===== src/rtl/mul8_pkg.sv =====
// mul8_pkg: shared definitions for the 8x8 multiply scheduler.
//   - state_t        : scheduler state encoding (IDLE..DONE)
//   - SHIFT_*        : shifter control codes (<<0, <<4, <<8)
//   - STEP_*         : per-step nibble select / shift lookup, bit k = step k
//   - step_live()    : which of the four partial-product steps do real work
//   - first_live()   : lowest live step at or above a starting index
package mul8_pkg;

  typedef enum logic [2:0] {
    IDLE = 3'd0,
    CLR  = 3'd1,
    MUL  = 3'd2,
    DISP = 3'd3,
    DONE = 3'd4
  } state_t;

  localparam logic [1:0] SHIFT_0 = 2'd0;
  localparam logic [1:0] SHIFT_4 = 2'd1;
  localparam logic [1:0] SHIFT_8 = 2'd2;

  // Step k: sela = STEP_SELA[k], selb = STEP_SELB[k], shift = STEP_SHIFT[2k+:2]
  localparam logic [3:0] STEP_SELA  = 4'b1100;
  localparam logic [3:0] STEP_SELB  = 4'b1010;
  localparam logic [7:0] STEP_SHIFT = {SHIFT_8, SHIFT_4, SHIFT_4, SHIFT_0};

  // Returned by first_live() when no step remains.
  localparam logic [2:0] NO_STEP = 3'd4;

  // nz = {b_hi, b_lo, a_hi, a_lo} zero flags. A step is live only when
  // both of the nibbles it multiplies are non-zero.
  function automatic logic [3:0] step_live(input logic [3:0] nz);
    logic [3:0] live;
    logic       a_z;
    logic       b_z;
    live = 4'h0;
    for (int k = 0; k < 4; k++) begin
      a_z     = STEP_SELA[k] ? nz[1] : nz[0];
      b_z     = STEP_SELB[k] ? nz[3] : nz[2];
      live[k] = !(a_z || b_z);
    end
    return live;
  endfunction

  function automatic logic [2:0] first_live(input logic [3:0] live,
                                            input logic [2:0] start);
    logic [2:0] r;
    r = NO_STEP;
    // Scan downward so the lowest qualifying index is the one kept.
    for (int k = 3; k >= 0; k--) begin
      if (live[k] && (3'(k) >= start)) r = 3'(k);
    end
    return r;
  endfunction

endpackage


===== src/rtl/mul8_rr_arb.sv =====
// mul8_rr_arb: two-requester round-robin arbiter (combinational).
//   req    : level requests, bit i = requester i
//   rr_ptr : requester favoured when both request
//   grant  : at least one request present
//   owner  : winning requester index
module mul8_rr_arb (
  input  logic [1:0] req,
  input  logic       rr_ptr,
  output logic       grant,
  output logic       owner
);

  always_comb begin
    grant = |req;
    case (req)
      2'b11:   owner = rr_ptr;
      2'b10:   owner = 1'b1;
      default: owner = 1'b0;
    endcase
  end

endmodule


===== src/rtl/mul8_rr_sched.sv =====
// mul8_rr_sched: round-robin scheduler / sequencer for the shared 8x8
// multiply datapath. Grants one of two requesters, clears the accumulator,
// runs the four nibble partial-product steps, loads DISP_DIGITS display
// digits, then pulses done/ack to the served requester.
//
// Ports:
//   clk, rst (sync, active-low)   req[1:0] level requests
//   nib_zero[3:0] {b_hi,b_lo,a_hi,a_lo} zero flags (ZERO_SKIP_EN only)
//   op_sel, input_sela, input_selb, shift_sel[1:0] : datapath steering
//   acc_clr, acc_en : accumulator control
//   seg_mux_sel[2:0], seg_ld : display digit load
//   busy, done, ack[1:0] : status; ack is one-hot and coincident with done
//   state_dbg[2:0] : current scheduler state
//
// Handshake: req[i] is a level held by the requester until ack[i] pulses for
// one cycle; the scheduler samples req only in IDLE, so dropping req while
// busy does not cancel the operation and a req raised while busy waits.
//
// Build option: define ZERO_SKIP_EN to skip MUL steps whose nibble pair
// contains a zero nibble (nib_zero sampled in CLR).
module mul8_rr_sched
  import mul8_pkg::*;
#(
  parameter int DISP_DIGITS = 5
) (
  input  logic       clk,
  input  logic       rst,
  input  logic [1:0] req,
  input  logic [3:0] nib_zero,
  output logic       op_sel,
  output logic       input_sela,
  output logic       input_selb,
  output logic [1:0] shift_sel,
  output logic       acc_clr,
  output logic       acc_en,
  output logic [2:0] seg_mux_sel,
  output logic       seg_ld,
  output logic       busy,
  output logic       done,
  output logic [1:0] ack,
  output logic [2:0] state_dbg
);

  localparam logic [2:0] LAST_DIGIT = 3'(DISP_DIGITS - 1);

  state_t     state_q;
  logic       owner_q;
  logic       rr_ptr_q;
  logic [1:0] step_q;
  logic [2:0] digit_q;
  logic [3:0] live_q;

  logic       grant;
  logic       grant_owner;
  logic [3:0] live_now;
  logic [3:0] live_sel;
  logic [2:0] start_step;
  logic [2:0] nxt_step;

  mul8_rr_arb u_arb (
    .req    (req),
    .rr_ptr (rr_ptr_q),
    .grant  (grant),
    .owner  (grant_owner)
  );

`ifdef ZERO_SKIP_EN
  always_comb live_now = step_live(nib_zero);
`else
  logic unused_nib_zero;
  assign unused_nib_zero = ^nib_zero;
  always_comb live_now = 4'hF;
`endif

  // Next MUL step to run: from CLR search from step 0 using the live flags
  // being captured this cycle; from MUL continue past the current step.
  always_comb begin
    live_sel   = (state_q == CLR) ? live_now : live_q;
    start_step = (state_q == CLR) ? 3'd0 : ({1'b0, step_q} + 3'd1);
    nxt_step   = first_live(live_sel, start_step);
  end

  assign state_dbg = state_q;

  // Outputs are registered: each transition loads the outputs of the state
  // being entered, so they are a clean Moore decode of the state registers.
  always_ff @(posedge clk) begin
    if (!rst) begin
      state_q     <= IDLE;
      owner_q     <= 1'b0;
      rr_ptr_q    <= 1'b0;
      step_q      <= 2'd0;
      digit_q     <= 3'd0;
      live_q      <= 4'h0;
      op_sel      <= 1'b0;
      input_sela  <= 1'b0;
      input_selb  <= 1'b0;
      shift_sel   <= SHIFT_0;
      acc_clr     <= 1'b0;
      acc_en      <= 1'b0;
      seg_mux_sel <= 3'd0;
      seg_ld      <= 1'b0;
      busy        <= 1'b0;
      done        <= 1'b0;
      ack         <= 2'b00;
    end else begin
      acc_clr <= 1'b0;
      acc_en  <= 1'b0;
      seg_ld  <= 1'b0;
      done    <= 1'b0;
      ack     <= 2'b00;
      case (state_q)
        IDLE: begin
          if (grant) begin
            state_q <= CLR;
            owner_q <= grant_owner;
            op_sel  <= grant_owner;
            busy    <= 1'b1;
            acc_clr <= 1'b1;
          end
        end
        CLR, MUL: begin
          if (state_q == CLR) live_q <= live_now;
          if (nxt_step != NO_STEP) begin
            state_q    <= MUL;
            step_q     <= nxt_step[1:0];
            input_sela <= STEP_SELA[nxt_step[1:0]];
            input_selb <= STEP_SELB[nxt_step[1:0]];
            shift_sel  <= STEP_SHIFT[{nxt_step[1:0], 1'b0} +: 2];
            acc_en     <= 1'b1;
          end else begin
            state_q     <= DISP;
            digit_q     <= 3'd0;
            input_sela  <= 1'b0;
            input_selb  <= 1'b0;
            shift_sel   <= SHIFT_0;
            seg_mux_sel <= 3'd0;
            seg_ld      <= 1'b1;
          end
        end
        DISP: begin
          if (digit_q == LAST_DIGIT) begin
            state_q     <= DONE;
            seg_mux_sel <= 3'd0;
            done        <= 1'b1;
            ack         <= owner_q ? 2'b10 : 2'b01;
            rr_ptr_q    <= ~owner_q;
          end else begin
            digit_q     <= digit_q + 3'd1;
            seg_mux_sel <= digit_q + 3'd1;
            seg_ld      <= 1'b1;
          end
        end
        DONE: begin
          state_q <= IDLE;
          op_sel  <= 1'b0;
          busy    <= 1'b0;
        end
        default: begin
          state_q <= IDLE;
          op_sel  <= 1'b0;
          busy    <= 1'b0;
        end
      endcase
    end
  end

endmodule


===== config.mk =====
export PLATFORM = sky130hd
export DESIGN_NAME = mul8_rr_sched
export DESIGN_NICKNAME = d
export VERILOG_FILES = /design/src/rtl/mul8_pkg.sv /design/src/rtl/mul8_rr_arb.sv /design/src/rtl/mul8_rr_sched.sv
export SDC_FILE = /design/constraint.sdc
export NUM_CORES = 1
export LEC_CHECK = 0
export CAP_MARGIN = 20
export CORE_UTILIZATION = 39
export CTS_CLUSTER_DIAMETER = 40
export DETAILED_ROUTE_END_ITERATION = 16
export HOLD_SLACK_MARGIN = 0.12
export PLACE_DENSITY = 0.74
export SLEW_MARGIN = 20
export SYNTH_ARGS = -nofsm -noshare
export SYNTH_HDL_FRONTEND = slang
export SYNTH_SLANG_ARGS = --single-unit

===== constraint.sdc =====
create_clock -name clk -period 3.5 [get_ports clk]
set_clock_uncertainty 0.05 [all_clocks]
set_input_delay 0.35 -clock clk [delete_from_list [all_inputs] [get_ports clk]]
set_output_delay 0.35 -clock clk [all_outputs]
set_load 0.01 [all_outputs]

---- Yosys cells after proc, flatten, opt, wreduce, memory -nomap -nowiden ----
Index checks and enable logic that the tools add are counted.
cells by class
  $add $sub $neg .......................... 2
  $lt $le $gt $ge ......................... 5
  equal/unequal tests ..................... 11
  shift operators ......................... 1
  muxes and demuxes ....................... 34
  bitwise logic cells ..................... 2
  reductions and logical operators ........ 20
operators with widths
  kind                                                       number
  2-to-1 mux 3 bit                                           10
  AND reduction 2 bit                                        9
  2-to-1 mux 1 bit                                           12
  case mux 3 bit (2 select lines)                            2
  case mux 3 bit (3 select lines)                            1
  inequality test 2 bit, second input constant               4
  case mux 1 bit (2 select lines)                            4
  variable part select 8 x 4 -> 2 bit, first input constant  1
  == test 3 x 2 -> 1 bit, second input constant              2
  >= comparator 1 x 3 -> 1 bit, first input constant         2
  >= comparator 2 x 3 -> 1 bit, first input constant         2
  AND reduction 3 bit                                        2
  binary-select mux 1 bit (select 2 bit)                     2
  == test 2 bit, second input constant                       2
  logical AND 1 bit                                          4
  2-to-1 mux 2 bit                                           2
  2-to-1 mux 4 bit                                           1
  OR reduction 2 bit                                         2
  adder 2 x 1 -> 3 bit, second input constant                1
  adder 3 x 1 -> 3 bit, second input constant                1
  == test 3 x 1 -> 1 bit, second input constant              1
  == test 3 bit, second input constant                       1
  logical NOT 3 bit                                          1
  < comparator 2 x 3 -> 1 bit, second input constant         1
  4 further kinds                                            5
storage, ports and cells
  register bits ........................... 29
  input port bits ......................... 8
  output and inout bits ................... 18
  logic and storage cells ................. 92

---- Logic depth before layout (Yosys ltp) ----
  word-level depth ........................ 11
  depth in mapped cells ................... 10
  depth with buffers taken out ............ 10

---- By module ----
Synthesis repeated with hierarchy kept, for this count alone.
unflattened totals
  cells, all modules ...................... 141
  area, all modules ....................... 1278.7 um^2
modules (own cells, without submodules)
  module         instances  cells each  area an instance (um^2)  sequential area each (um^2)
  mul8_rr_sched  1          138         1261.2                   580.6
  mul8_rr_arb    1          3           17.5                     0.0

---- Worst setup path after synthesis ----
OpenSTA, ideal clock, no wires.
  path kind ............................... register to register
  from .................................... reg step_q[0]
  to ...................................... reg state_q[0] (netlist: state_dbg[0])
  setup time .............................. 0.115 ns
  arrival time ............................ 2.101 ns
  required time ........................... 3.335 ns
  path slack .............................. 1.234 ns
  stages on the path, launching flop included .. 11
  buffers on the path ..................... 0
  clock period less this slack ............ 2.266 ns
  path through ............................ dfxtp_1 -> ha_1 -> nor2b_4 -> o21ai_1 -> a2111oi_4 -> inv_1 -> ha_1 -> o311a_2 -> o21ai_2 -> nor2_2 -> o21a_1
on the way
  longest elaborated chain between the ends .. 11
  elaborated cells on any way between the ends .. 17
  classes of those cells .................. 1 x add/sub; 4 x order compare; 1 x eq/ne; 7 x mux; 4 x reduce/logical
RTL lines
  what                                 line                  text
  start: declaration                   mul8_rr_sched.sv:49   logic [1:0] step_q;
  start signal: assignment             mul8_rr_sched.sv:126  step_q <= nxt_step[1:0];
  adder 2 x 1 -> 3 bit (*)             mul8_rr_sched.sv:79   start_step = (state_q == CLR) ? 3'd0 : ({1'b0, step_q} + 3'd1);
  2-to-1 mux 3 bit (*)                 mul8_rr_sched.sv:79
  >= comparator 2 x 3 -> 1 bit         mul8_pkg.sv:50        if (live[k] && (3'(k) >= start)) r = 3'(k);
  logical AND 1 bit                    mul8_pkg.sv:50
  2-to-1 mux 3 bit (3 in a row)        mul8_pkg.sv:50
  2-to-1 mux 3 bit (*)                 mul8_pkg.sv:50
  net nxt_step[0]                      mul8_rr_sched.sv:58   logic [2:0] nxt_step;
  inequality test 3 bit (*)            mul8_rr_sched.sv:124  if (nxt_step != NO_STEP) begin
  2-to-1 mux 1 bit (*)                 mul8_rr_sched.sv:124
  case mux 3 bit (3 select lines) (*)  mul8_rr_sched.sv:112  case (state_q)
  end signal: assignment               mul8_rr_sched.sv:115  state_q <= CLR;
  end signal: assignment               mul8_rr_sched.sv:125  state_q <= MUL;
  end signal: assignment               mul8_rr_sched.sv:132  state_q <= DISP;
  end: declaration                     mul8_rr_sched.sv:46   state_t state_q;
The timed path passes the listed nets; every way through them passes the cells marked *.
A chain may end at the register's enable or synchronous reset.

---- Final worst setup path ----
Ends and elaborated chain as after synthesis.

==> flow_summary.json <==
{
  "status": "finished, final reports clean",
  "drive_gt1_frac": 0.0976,
  "crit_path_max_fanout": 5,
  "root_buffer": "clkbuf_4",
  "clockBufferDepth": 2,
  "cap_violations": 0,
  "post-route-util": 0.510,
  "ys_ff_latch": 29,
  "endpoint_kind": "register",
  "crit_end": "state_dbg[0]",
  "diodes": 0,
  "io_buffer_count": 21,
  "first_global_vias": 927,
  "synth_area_per_cell_um2": 9.02,
  "max_slew_margin": 0.533,
  "fin_ws_ps": 972,
  "viasPerCell": 4.76,
  "grt_usage": 0.155,
  "clkTransAtPathRegs_ps": 80,
  "cp.required_ps": 3680,
  "tns_ps": 0,
  "cts_buffers": 5,
  "crit_path_frequent_cell": "ha_1",
  "overflow": 0,
  "synth_nets": 151,
  "finalHoldViolations": 0,
  "grt_start_max_net_pins": 24,
  "die_h_um": 58.5,
  "syn_area_um2": 1240,
  "yosysUniqueCellTypes": 38,
  "path_class": "reg2reg",
  "fp.coreArea_um2": 3050,
  "max_freq_mhz": 396,
  "final-max-slew-violation-count": 0,
  "min_period_over_period": 0.722,
  "crit_slowest_cell": "dfxtp_1",
  "dp_slack_ps": 970,
  "die_area_um2": 3420,
  "cts-htree-levels": 2,
  "grt_pass1_wl_mm": 3.91,
  "final_cell_mix": "dfxtp_1, nor2_1, clkdlybuf4s50_1",
  "setup_violations": 0,
  "whs_ps": 406,
  "p_leak_nw": 0.585,
  "post_cts_resized": 0,
  "firstDrtPassIters": 4,
  "die_x_um": 58.5,
  "clk_latency_ps": 330,
  "finalNetCount": 177,
  "rows": 20,
  "crit_chain": "ha_1 > nor2b_4 > o21ai_1 > a2111oi_4 > inv_1 > ha_1 > o311a_2 > o21ai_2 > nor2_2 > o21a_1",
  "worstPathArrival_ps": 2710,
  "r2r_cells": 10,
  "rsz0062_at_grt": "false",
  "vias": 990,
  "synthCells": 138,
  "drc_errors": 0,
  "r2r-start": "step_q[0]",
  "min_period_ps": 2530,
  "antenna_found_initial": 0,
  "start_util": 0.408,
  "cts.sink_count": 29,
  "syn2layout_area_growth_pct": 25.1,
  "seq_area_frac_synth": 0.466,
  "cts_setup_buffers": 0,
  "cp.depth": 10,
  "drt-initial-drc-count": 41,
  "regToRegEndpoint": "state_dbg[0]",
  "slowest_delay_ps": 380,
  "cts_hold_buf": 0,
  "num_io_pins": 26,
  "vdd_drop_max_mv": 0.339,
  "wl_per_cell_um": 11.3,
  "hp-class": "reg2reg",
  "dp_hpwl_mm": 1.76,
  "power_per_cell_area_nw_per_um2": 775,
  "yosysWarnings": 0,
  "layout_commonest_cell": "dfxtp_1",
  "tightest_slew_ps": 700,
  "r2r_slack_ps": 970,
  "cp_top_family": "compound AO/OA/AOI/OAI gates",
  "globalplace.congestion": 0.882,
  "setup.worst_path.start_class": "register",
  "critPathLaunch": "step_q[0]",
  "antenna_left": 0,
  "wl_mm": 2.35,
  "crit_buf_inv": 1,
  "cts_tree": "done"
}
[worst register-to-register path, cell delays in order (launching register included)]
cell and delay, ps:
dfxtp_1 380, ha_1 370, nor2b_4 180, o21ai_1 100, a2111oi_4 370, inv_1 80, ha_1 210, o311a_2 160
o21ai_2 260, nor2_2 90, o21a_1 180
[registers in the layout (all words and copies together) (netlist names)]
signal and flops:
step_q 2, acc_en 1, digit_q 3, input_sela 1, op_sel 1, state_dbg 3
acc_clr 1, shift_sel 2, live_q 4, input_selb 1, rr_ptr_q 1, seg_mux_sel 3
seg_ld 1, done 1, ack 2, owner_q 1, busy 1
[worst min path at each step]
| stage | from | cells after the start | slack (ps) | end |
|---|---|---|---|---|
| global route | shift_sel[0] | 2 | 440 | shift_sel[0] |
| global placement | shift_sel[1] | 2 | 390 | shift_sel[1] |
| finish | shift_sel[1] | 2 | 410 | shift_sel[1] |
| detailed placement | shift_sel[1] | 2 | 400 | shift_sel[1] |
| CTS | shift_sel[1] | 2 | 410 | shift_sel[1] |
| floorplan | owner_q | 1 | 390 | ack[0] |
[logic make-up after synthesis]
logic type,synth area share
DFF,0.466
buffers and inverters,0.0302
xor gates and xnor gates,0.0141
adders and majority gates,0.0503
AOI/OAI and AO/OA,0.191
and+or+nand+nor,0.248
[through the flow]
step | power (mW) | cell area [µm²] | instances
floorplan | 0.846 | 1240 | 138
global placement | 0.994 | 1500 | 201
detailed placement | 1.01 | 1500 | 201
CTS | 1.22 | 1560 | 208
global route | 1.30 | 1560 | 208
finish | 1.21 | 1560 | 208
[layer usage]
| metal | vias up | part of all wire | global-route usage |
|---|---|---|---|
| met5 | - | 0 | 0 |
| met4 | 0 | 0.020 | 0.0816 |
| met3 | 6 | 0.038 | 0.0505 |
| met2 | 22 | 0.46 | 0.250 |
| met1 | 443 | 0.48 | 0.184 |
| li1 | 519 | - | - |
[cells in the mapped netlist]
cell        n  area share
a2111oi_4   1       0.022
a211oi_1    1      0.0060
a21boi_0    1      0.0060
a21o_1      1      0.0060
a21oi_1    11       0.044
a21oi_2     1      0.0070
a21oi_4     1       0.013
a22oi_1     4       0.024
a311oi_1    1      0.0070
and2_1      2       0.010
and2b_1     1      0.0060
and3_1      1      0.0050
and3b_1     1      0.0070
clkbuf_1    2      0.0060
dfxtp_1    29        0.47
ha_1        5       0.050
inv_1       8       0.024
nand2_1    15       0.045
nand2b_1    5       0.025
nand3_1     1      0.0040
nand3b_1    2       0.012
nor2_1     22       0.066
nor2_2      1      0.0050
nor2b_4     1       0.011
nor3_1      5       0.020
nor3b_4     1       0.015
nor4_1      1      0.0050
o21a_1      1      0.0060
o21ai_0     2      0.0080
o21ai_1     1      0.0040
o21ai_2     1      0.0070
o21bai_1    1      0.0060
o22ai_1     1      0.0050
o311a_2     1      0.0090
o31ai_2     1       0.010
or2_2       1      0.0050
or2b_1      1      0.0060
xor2_1      2       0.014
[report_power, final]
| group | internal (mW) | total (mW) | switching (mW) |
|---|---|---|---|
| clock | 0.0945 | 0.201 | 0.106 |
| sequential | 0.404 | 0.466 | 0.0621 |
| combinational | 0.251 | 0.541 | 0.290 |
[cell type report]
type	count	area, µm²
clock buffers	7	55.1
fillers	318	1500
inverters	8	30.0
multi-input cells	99	627
flip-flops and latches	29	581
well taps	44	55.1
repair buffers	21	210
Power figures use the tool's default switching activity.
